$ cat config.mk
export PLATFORM = sky130hd
export DESIGN_NAME = regfile_wb_arbiter_flat
export DESIGN_NICKNAME = d
export VERILOG_FILES = /design/src/rtl/wb_pkg.sv /design/src/rtl/regfile_wb_arbiter_if.sv /design/src/rtl/wb_fifo.sv /design/src/rtl/regfile_wb_arbiter.sv /design/src/flat_wrapper.sv
export SDC_FILE = /design/constraint.sdc
export NUM_CORES = 1
export LEC_CHECK = 0
export BUFFER_PORTS_ARGS = -buffer_cell sky130_fd_sc_hd__buf_2
export CORE_UTILIZATION = 54
export CTS_CLUSTER_DIAMETER = 40
export DETAILED_ROUTE_END_ITERATION = 7
export GPL_ROUTABILITY_DRIVEN = 0
export GPL_TIMING_DRIVEN = 0
export PLACE_DENSITY = 0.8
export SETUP_SLACK_MARGIN = 0.05
export SKIP_CTS_REPAIR_TIMING = 1
export SLEW_MARGIN = 40
export SYNTH_ARGS = -nofsm -noshare
export SYNTH_HDL_FRONTEND = slang
export SYNTH_SLANG_ARGS = --single-unit
$ cat constraint.sdc
create_clock -name clk -period 2.8 [get_ports clk]
set_input_delay 0 -clock clk [delete_from_list [all_inputs] [get_ports clk]]
set_output_delay 0 -clock clk [all_outputs]
set_load 0.1 [all_outputs]
$ cat src/rtl/wb_pkg.sv
// Shared types and constants for the regfile writeback arbiter.
// Both requesters and the load-return buffer carry a request as {addr, data}.
package wb_pkg;

    localparam int WB_DATA_W = 64;
    localparam int WB_ADDR_W = 5;

    localparam logic [4:0] XZR = 5'd31;

    typedef struct packed {
        logic [WB_ADDR_W-1:0] addr;
        logic [WB_DATA_W-1:0] data;
    } wb_req_t;

    typedef enum logic {
        SRC0 = 1'b0,
        SRC1 = 1'b1
    } src_t;

    function automatic src_t src_flip(input src_t s);
        src_t r;
        case (s)
            SRC0:    r = SRC1;
            SRC1:    r = SRC0;
            default: r = SRC0;
        endcase
        return r;
    endfunction

endpackage

$ cat src/rtl/regfile_wb_arbiter_if.sv
// Request-side bundle of the writeback arbiter: execute-stage writeback
// (requester 0, stallable) and memory-stage load return (requester 1).
interface regfile_wb_arbiter_if #(
    parameter int DATA_W = 64,
    parameter int ADDR_W = 5
);
    logic              v0;
    logic [ADDR_W-1:0] a0;
    logic [DATA_W-1:0] d0;
    logic              ready0;
    logic              v1;
    logic [ADDR_W-1:0] a1;
    logic [DATA_W-1:0] d1;

    modport master (
        output v0, a0, d0, v1, a1, d1,
        input  ready0
    );

    modport slave (
        input  v0, a0, d0, v1, a1, d1,
        output ready0
    );
endinterface

$ cat src/rtl/wb_fifo.sv
// Small circular buffer for load returns. A push into a full buffer is dropped
// unless the head is popped in the same cycle; a dropped push sets a sticky flag.
module wb_fifo
    import wb_pkg::*;
#(
    parameter int  FIFO_DEPTH = 2,
    parameter type entry_t    = wb_req_t
) (
    input  logic                          clk,
    input  logic                          reset,
    input  logic                          push,
    input  entry_t                        push_data,
    input  logic                          pop,
    output entry_t                        head,
    output logic [$clog2(FIFO_DEPTH):0]   count,
    output logic                          full,
    output logic                          overflow
);

    localparam int PTR_W = $clog2(FIFO_DEPTH);
    localparam int CNT_W = PTR_W + 1;

    entry_t             mem_r [FIFO_DEPTH];
    logic [PTR_W-1:0]   wr_ptr_r;
    logic [PTR_W-1:0]   rd_ptr_r;
    logic [CNT_W-1:0]   count_r;
    logic               ovf_r;
    logic               do_push_s;
    logic               do_pop_s;

    function automatic logic [PTR_W-1:0] ptr_inc(input logic [PTR_W-1:0] p);
        logic [PTR_W-1:0] r;
        if (p == PTR_W'(FIFO_DEPTH - 1)) begin
            r = {PTR_W{1'b0}};
        end else begin
            r = p + PTR_W'(1);
        end
        return r;
    endfunction

    // Full is judged on the current occupancy; a simultaneous pop frees the slot.
    always_comb begin
        full      = (count_r == CNT_W'(FIFO_DEPTH));
        do_pop_s  = pop && (count_r != {CNT_W{1'b0}});
        do_push_s = push && (!full || do_pop_s);
    end

    // Storage array.
    always_ff @(posedge clk or negedge reset) begin
        if (!reset) begin
            for (int i = 0; i < FIFO_DEPTH; i++) begin
                mem_r[i] <= '0;
            end
        end else if (do_push_s) begin
            mem_r[wr_ptr_r] <= push_data;
        end
    end

    // Pointers, occupancy and sticky overflow flag.
    always_ff @(posedge clk or negedge reset) begin
        if (!reset) begin
            wr_ptr_r <= {PTR_W{1'b0}};
            rd_ptr_r <= {PTR_W{1'b0}};
            count_r  <= {CNT_W{1'b0}};
            ovf_r    <= 1'b0;
        end else begin
            if (do_push_s) begin
                wr_ptr_r <= ptr_inc(wr_ptr_r);
            end
            if (do_pop_s) begin
                rd_ptr_r <= ptr_inc(rd_ptr_r);
            end
            case ({do_push_s, do_pop_s})
                2'b10:   count_r <= count_r + CNT_W'(1);
                2'b01:   count_r <= count_r - CNT_W'(1);
                default: count_r <= count_r;
            endcase
            if (push && full && !do_pop_s) begin
                ovf_r <= 1'b1;
            end
        end
    end

    assign head     = mem_r[rd_ptr_r];
    assign count    = count_r;
    assign overflow = ovf_r;

endmodule

$ cat src/rtl/regfile_wb_arbiter.sv
// Shares the single regfile write port between execute writeback (stallable)
// and buffered load returns; writes to xzr are consumed without a write strobe.
module regfile_wb_arbiter
    import wb_pkg::*;
#(
    parameter int DATA_W     = WB_DATA_W,
    parameter int ADDR_W     = WB_ADDR_W,
    parameter int FIFO_DEPTH = 2
) (
    input  logic                          clk,
    input  logic                          reset,
    regfile_wb_arbiter_if.slave           req,
    output logic                          ovf,
    output logic [$clog2(FIFO_DEPTH):0]   fifo_count,
    output logic                          we3,
    output logic [ADDR_W-1:0]             wa3,
    output logic [DATA_W-1:0]             wd3
);

    localparam int CNT_W = $clog2(FIFO_DEPTH) + 1;
    localparam logic [ADDR_W-1:0] XZR_ADDR = ADDR_W'(XZR);

    typedef struct packed {
        logic [ADDR_W-1:0] addr;
        logic [DATA_W-1:0] data;
    } req_t;

    req_t              head_s;
    req_t              push_req_s;
    req_t              grant_req_s;
    logic [CNT_W-1:0]  count_s;
    logic              full_s;
    logic              ovf_s;
    logic              s1_pending_s;
    logic              same_addr_s;
    logic              grant_valid_s;
    logic              pop_s;
    src_t              grant_src_s;
    src_t              rr_r;
    src_t              rr_next_s;

    assign push_req_s = '{addr: req.a1, data: req.d1};

    wb_fifo #(
        .FIFO_DEPTH (FIFO_DEPTH),
        .entry_t    (req_t)
    ) u_fifo (
        .clk       (clk),
        .reset     (reset),
        .push      (req.v1),
        .push_data (push_req_s),
        .pop       (pop_s),
        .head      (head_s),
        .count     (count_s),
        .full      (full_s),
        .overflow  (ovf_s)
    );

    // Arbitration: same-address contention lets the older load win without
    // disturbing the round-robin pointer; other contention follows the pointer.
    always_comb begin
        grant_valid_s = 1'b0;
        grant_src_s   = SRC0;
        rr_next_s     = rr_r;
        s1_pending_s  = full_s || (count_s != {CNT_W{1'b0}});
        same_addr_s   = (req.a0 == head_s.addr) && (req.a0 != XZR_ADDR);
        if (req.v0 && s1_pending_s) begin
            grant_valid_s = 1'b1;
            if (same_addr_s) begin
                grant_src_s = SRC1;
            end else begin
                grant_src_s = rr_r;
                rr_next_s   = src_flip(rr_r);
            end
        end else if (req.v0) begin
            grant_valid_s = 1'b1;
            grant_src_s   = SRC0;
        end else if (s1_pending_s) begin
            grant_valid_s = 1'b1;
            grant_src_s   = SRC1;
        end else begin
            grant_valid_s = 1'b0;
        end
    end

    // Select the winning request.
    always_comb begin
        grant_req_s = '{addr: req.a0, data: req.d0};
        case (grant_src_s)
            SRC0:    grant_req_s = '{addr: req.a0, data: req.d0};
            SRC1:    grant_req_s = head_s;
            default: grant_req_s = '{addr: req.a0, data: req.d0};
        endcase
    end

    assign req.ready0 = reset & req.v0 & grant_valid_s & (grant_src_s == SRC0);
    assign pop_s      = grant_valid_s & (grant_src_s == SRC1);

    // Round-robin pointer.
    always_ff @(posedge clk or negedge reset) begin
        if (!reset) begin
            rr_r <= SRC0;
        end else begin
            rr_r <= rr_next_s;
        end
    end

    // Registered regfile write port; address and data hold when nothing is written.
    always_ff @(posedge clk or negedge reset) begin
        if (!reset) begin
            we3 <= 1'b0;
            wa3 <= {ADDR_W{1'b0}};
            wd3 <= {DATA_W{1'b0}};
        end else if (grant_valid_s && (grant_req_s.addr != XZR_ADDR)) begin
            we3 <= 1'b1;
            wa3 <= grant_req_s.addr;
            wd3 <= grant_req_s.data;
        end else begin
            we3 <= 1'b0;
        end
    end

    assign ovf        = ovf_s;
    assign fifo_count = count_s;

endmodule
$ cat src/flat_wrapper.sv
// flat-port wrapper written by rule: the top's interface ports become plain ports
module regfile_wb_arbiter_flat import wb_pkg::*;
#(
    parameter int DATA_W     = WB_DATA_W,
    parameter int ADDR_W     = WB_ADDR_W,
    parameter int FIFO_DEPTH = 2
)
  (clk, reset, ovf, fifo_count, we3, wa3, wd3, req_v0, req_a0, req_d0, req_v1, req_a1, req_d1, req_ready0);
  regfile_wb_arbiter_if #(.DATA_W(DATA_W), .ADDR_W(ADDR_W)) req_i ();
  input  logic clk;
  input  logic reset;
  output logic ovf;
  output logic [$clog2(FIFO_DEPTH):0] fifo_count;
  output logic we3;
  output logic [ADDR_W-1:0] wa3;
  output logic [DATA_W-1:0] wd3;
  input wire logic [$bits(req_i.v0)-1:0] req_v0;
  input wire logic [$bits(req_i.a0)-1:0] req_a0;
  input wire logic [$bits(req_i.d0)-1:0] req_d0;
  input wire logic [$bits(req_i.v1)-1:0] req_v1;
  input wire logic [$bits(req_i.a1)-1:0] req_a1;
  input wire logic [$bits(req_i.d1)-1:0] req_d1;
  output wire logic [$bits(req_i.ready0)-1:0] req_ready0;
  assign req_i.v0 = req_v0;
  assign req_i.a0 = req_a0;
  assign req_i.d0 = req_d0;
  assign req_i.v1 = req_v1;
  assign req_i.a1 = req_a1;
  assign req_i.d1 = req_d1;
  assign req_ready0 = req_i.ready0;
  regfile_wb_arbiter #(.DATA_W(DATA_W), .ADDR_W(ADDR_W), .FIFO_DEPTH(FIFO_DEPTH)) u_core (.clk(clk), .reset(reset), .req(req_i), .ovf(ovf), .fifo_count(fifo_count), .we3(we3), .wa3(wa3), .wd3(wd3));
endmodule
==> reports/results.ini <==
[outcome]
status = finished, final reports clean

[placed_design]
dp_slack_ns = -0.242
dp_hpwl_um = 14300
place_inst = 1091
io_buffers = 215

[global_routing]
grtUsageMet1 = 0.327
grt_pass1_wl_um = 34700
grt_usage = 0.247
met3_usage = 0.0488
grt_max_degree = 77
grt_pass1_vias = 6834
antenna_found_initial = 1
overflow = 0
grt_util_met2 = 0.415
top_usage_layer = met2

[layout]
fin_util = 0.801
drive_gt1_frac = 0.471
nNetsFinal = 1195
stdcell_count = 1297
area_growth_pct = 44.8
fillers = 911

[synthesis]
synth_cell_types = 34
ys_seq_area_frac = 0.584
async_reset_ff_frac = 1.00
yosys-top-cells-count = dfrtp_1 (214), mux2_2 (119), nand2_1 (70), mux2i_1 (68), o221a_2 (64)
synth-compound-area-share = 0.0929
yosys_warnings = 0
synth_edf_count = 0
synth_area_leader_cell = dfrtp_1
yosys.area.top_type_share = 0.584
synth.area.mux_share = 0.245
synthAdderAreaFrac = 0.00136
syn_area_um2 = 9180
synth.avg_cell_area_um2 = 14.1
synth_top_family_by_area = multiplexers
synthTopCellsByArea = dfrtp_1 (58%), mux2_2 (15%), o221a_2 (7.9%), mux2i_1 (7.4%), nand2_1 (2.9%)
synth_cells = 653
postSynthNetCount = 796
yosysMostFrequentCell = dfrtp_1
synth_simple_gate_area_frac = 0.0416
ys_seq_elements = 214
ys.flop_type = dfrtp_1
synth_xor_xnor_area_share = 0.00954

[sta]
slew-limit-headroom = 0.478
finalHoldViolCount = 0
clock.fmax_ghz = 0.371
rsz0062_at_grt = yes
setup_viol = 0
layout_setup_ws_ns = 0.106
fin_setup_tns_ns = 0
fin_skew_ns = 0.0115
period_minus_slack_ns = 2.69
finalCritPeriodShare = 0.962
worstMarginPinSlew_ns = 0.783
drv_slew = 0

[routing]
drt_iter0_markers = 353
routedWlPerCell_um = 19.4
routed_wl_um = 25100
routed_via_density = 5.53
detail_route.first_pass.iterations = 6
ant_nets = 0
drc = 0
vias = 7177

[critical_path]
rrSetupSlack_ns = 0.11
crit_path_end_kind = flop
crit_type = reg -> reg
cp.required_ns = 3.20
crit_top_cell = buf_4
worst-path-max-fanout = 10
max_stage_delay_ns = 0.36
rr_endpoint = u_core.u_fifo.mem_r[108]
r2r_start = u_core.u_fifo.rd_ptr_r
reg2reg_depth = 10
crit_chain = buf_6 > mux2i_4 > xnor2_1 > nor4_2 > buf_4 > a21oi_2 > nor3b_4 > buf_4 > clkbuf_4 > mux2_2
crit_arrival_ns = 3.10
cp_slowest_cell = nor3b_4
start_kind = flop

[job]
cap_violations = 0

[floorplan]
start_util = 0.553
num_rows = 47
die-area_um2 = 17500
die_h_um = 132
die_x_um = 132
core_um2 = 16600
io_pins = 216

[clock_tree]
h-tree-depth = 1
cts_buffer_depth = 3
cts_tree = built
clk_latency_ns = 0.53
cts.clk_slew.worst_paths_ns = 0.05
clock_sinks = 214
root_buffer = clkbuf_16
cts_inserted_buffers = 31

[min_path]
hp-class = in -> async

registers in the layout, summed over array words and instances, names as in the netlist:
register	cells
u_core.u_fifo.rd_ptr_r	1
u_core.u_fifo.mem_r	138
u_core.u_fifo.overflow	1
u_core.we3	1
u_core.u_fifo.count	2
u_core.u_fifo.wr_ptr_r	1
u_core.wd3	64
u_core.rr_r	1
u_core.wa3	5
how the worst max path moves through the flow:
stage,slack (ns),start,end,cells after the start
floorplan,0.19,u_core.u_fifo.count[0],u_core.wd3[35],8
global placement,-1.90,reset,u_core.u_fifo.mem_r[29],1
detailed placement,-0.24,u_core.u_fifo.rd_ptr_r,u_core.u_fifo.mem_r[74],9
CTS,-0.25,u_core.u_fifo.rd_ptr_r,u_core.u_fifo.mem_r[70],9
global route,-0.03,u_core.u_fifo.rd_ptr_r,u_core.u_fifo.mem_r[109],10
finish,0.11,u_core.u_fifo.rd_ptr_r,u_core.u_fifo.mem_r[108],10
through the flow:
| step | hold WS (ns) | instance area (µm²) |
|---|---|---|
| global route | 0.111 | 13300 |
| finish | 0.0720 | 13300 |
| CTS | -0.740 | 11700 |
| global placement | 0.232 | 10500 |
| detailed placement | -0.186 | 10600 |
| floorplan | -0.296 | 9180 |
worst max-delay path, delay by kind of cell, from the launching register on:
family                 cells  cell delay, ns
flip-flops                 1            0.34
buffers and inverters      4            0.73
AO/OA/AOI/OAI              1            0.10
XOR/XNOR                   1            0.13
AND/OR/NAND/NOR            2            0.63
multiplexers               2            0.64
layout by cell type, fill, tap and decap left out, types with 6 or more instances in the layout:
cell type,count
nand2_1,69
dlygate4sd3_1,142
o221a_2,64
clkbuf_1,11
xnor2_1,8
mux2i_1,64
dfrtp_1,214
clkbuf_16,31
buf_6,6
mux2_2,119
mux2_1,20
buf_4,9
clkbuf_2,7
buf_2,227
layout make-up:
| cell class | count | area (µm²) | area share |
|---|---|---|---|
| Buffer | 43 | 254 | 0.0191 |
| Multi-Input combinational cell | 391 | 3640 | 0.274 |
| Clock inverter | 23 | 300 | 0.0226 |
| Sequential cell | 214 | 5360 | 0.403 |
| Timing Repair Buffer | 367 | 2640 | 0.199 |
| Clock buffer | 34 | 807 | 0.0607 |
| Antenna cell | 1 | 2.50 | 0.000188 |
| Tap cell | 220 | 275 | 0.0207 |
| Inverter | 4 | 15.0 | 0.00113 |
cell families (layout without fill, tap and decap cells):
group	count (synthesis)	count (layout)
flops	214	214
mux	207	207
simple gates	90	90
compound gates	83	83
buf+inv	48	471
xor+xnor	10	10
fa+ha+maj	1	1
other cells	0	1
metal layers:
metal	routed length, µm	vias to the layer above
met5	0	-
met4	565	0
met3	1260	46
met2	13000	253
met1	10300	3652
li1	-	3226
Power is not shown: default switching activity piles up to over one toggle a cycle in this logic, so the estimate is an artifact.
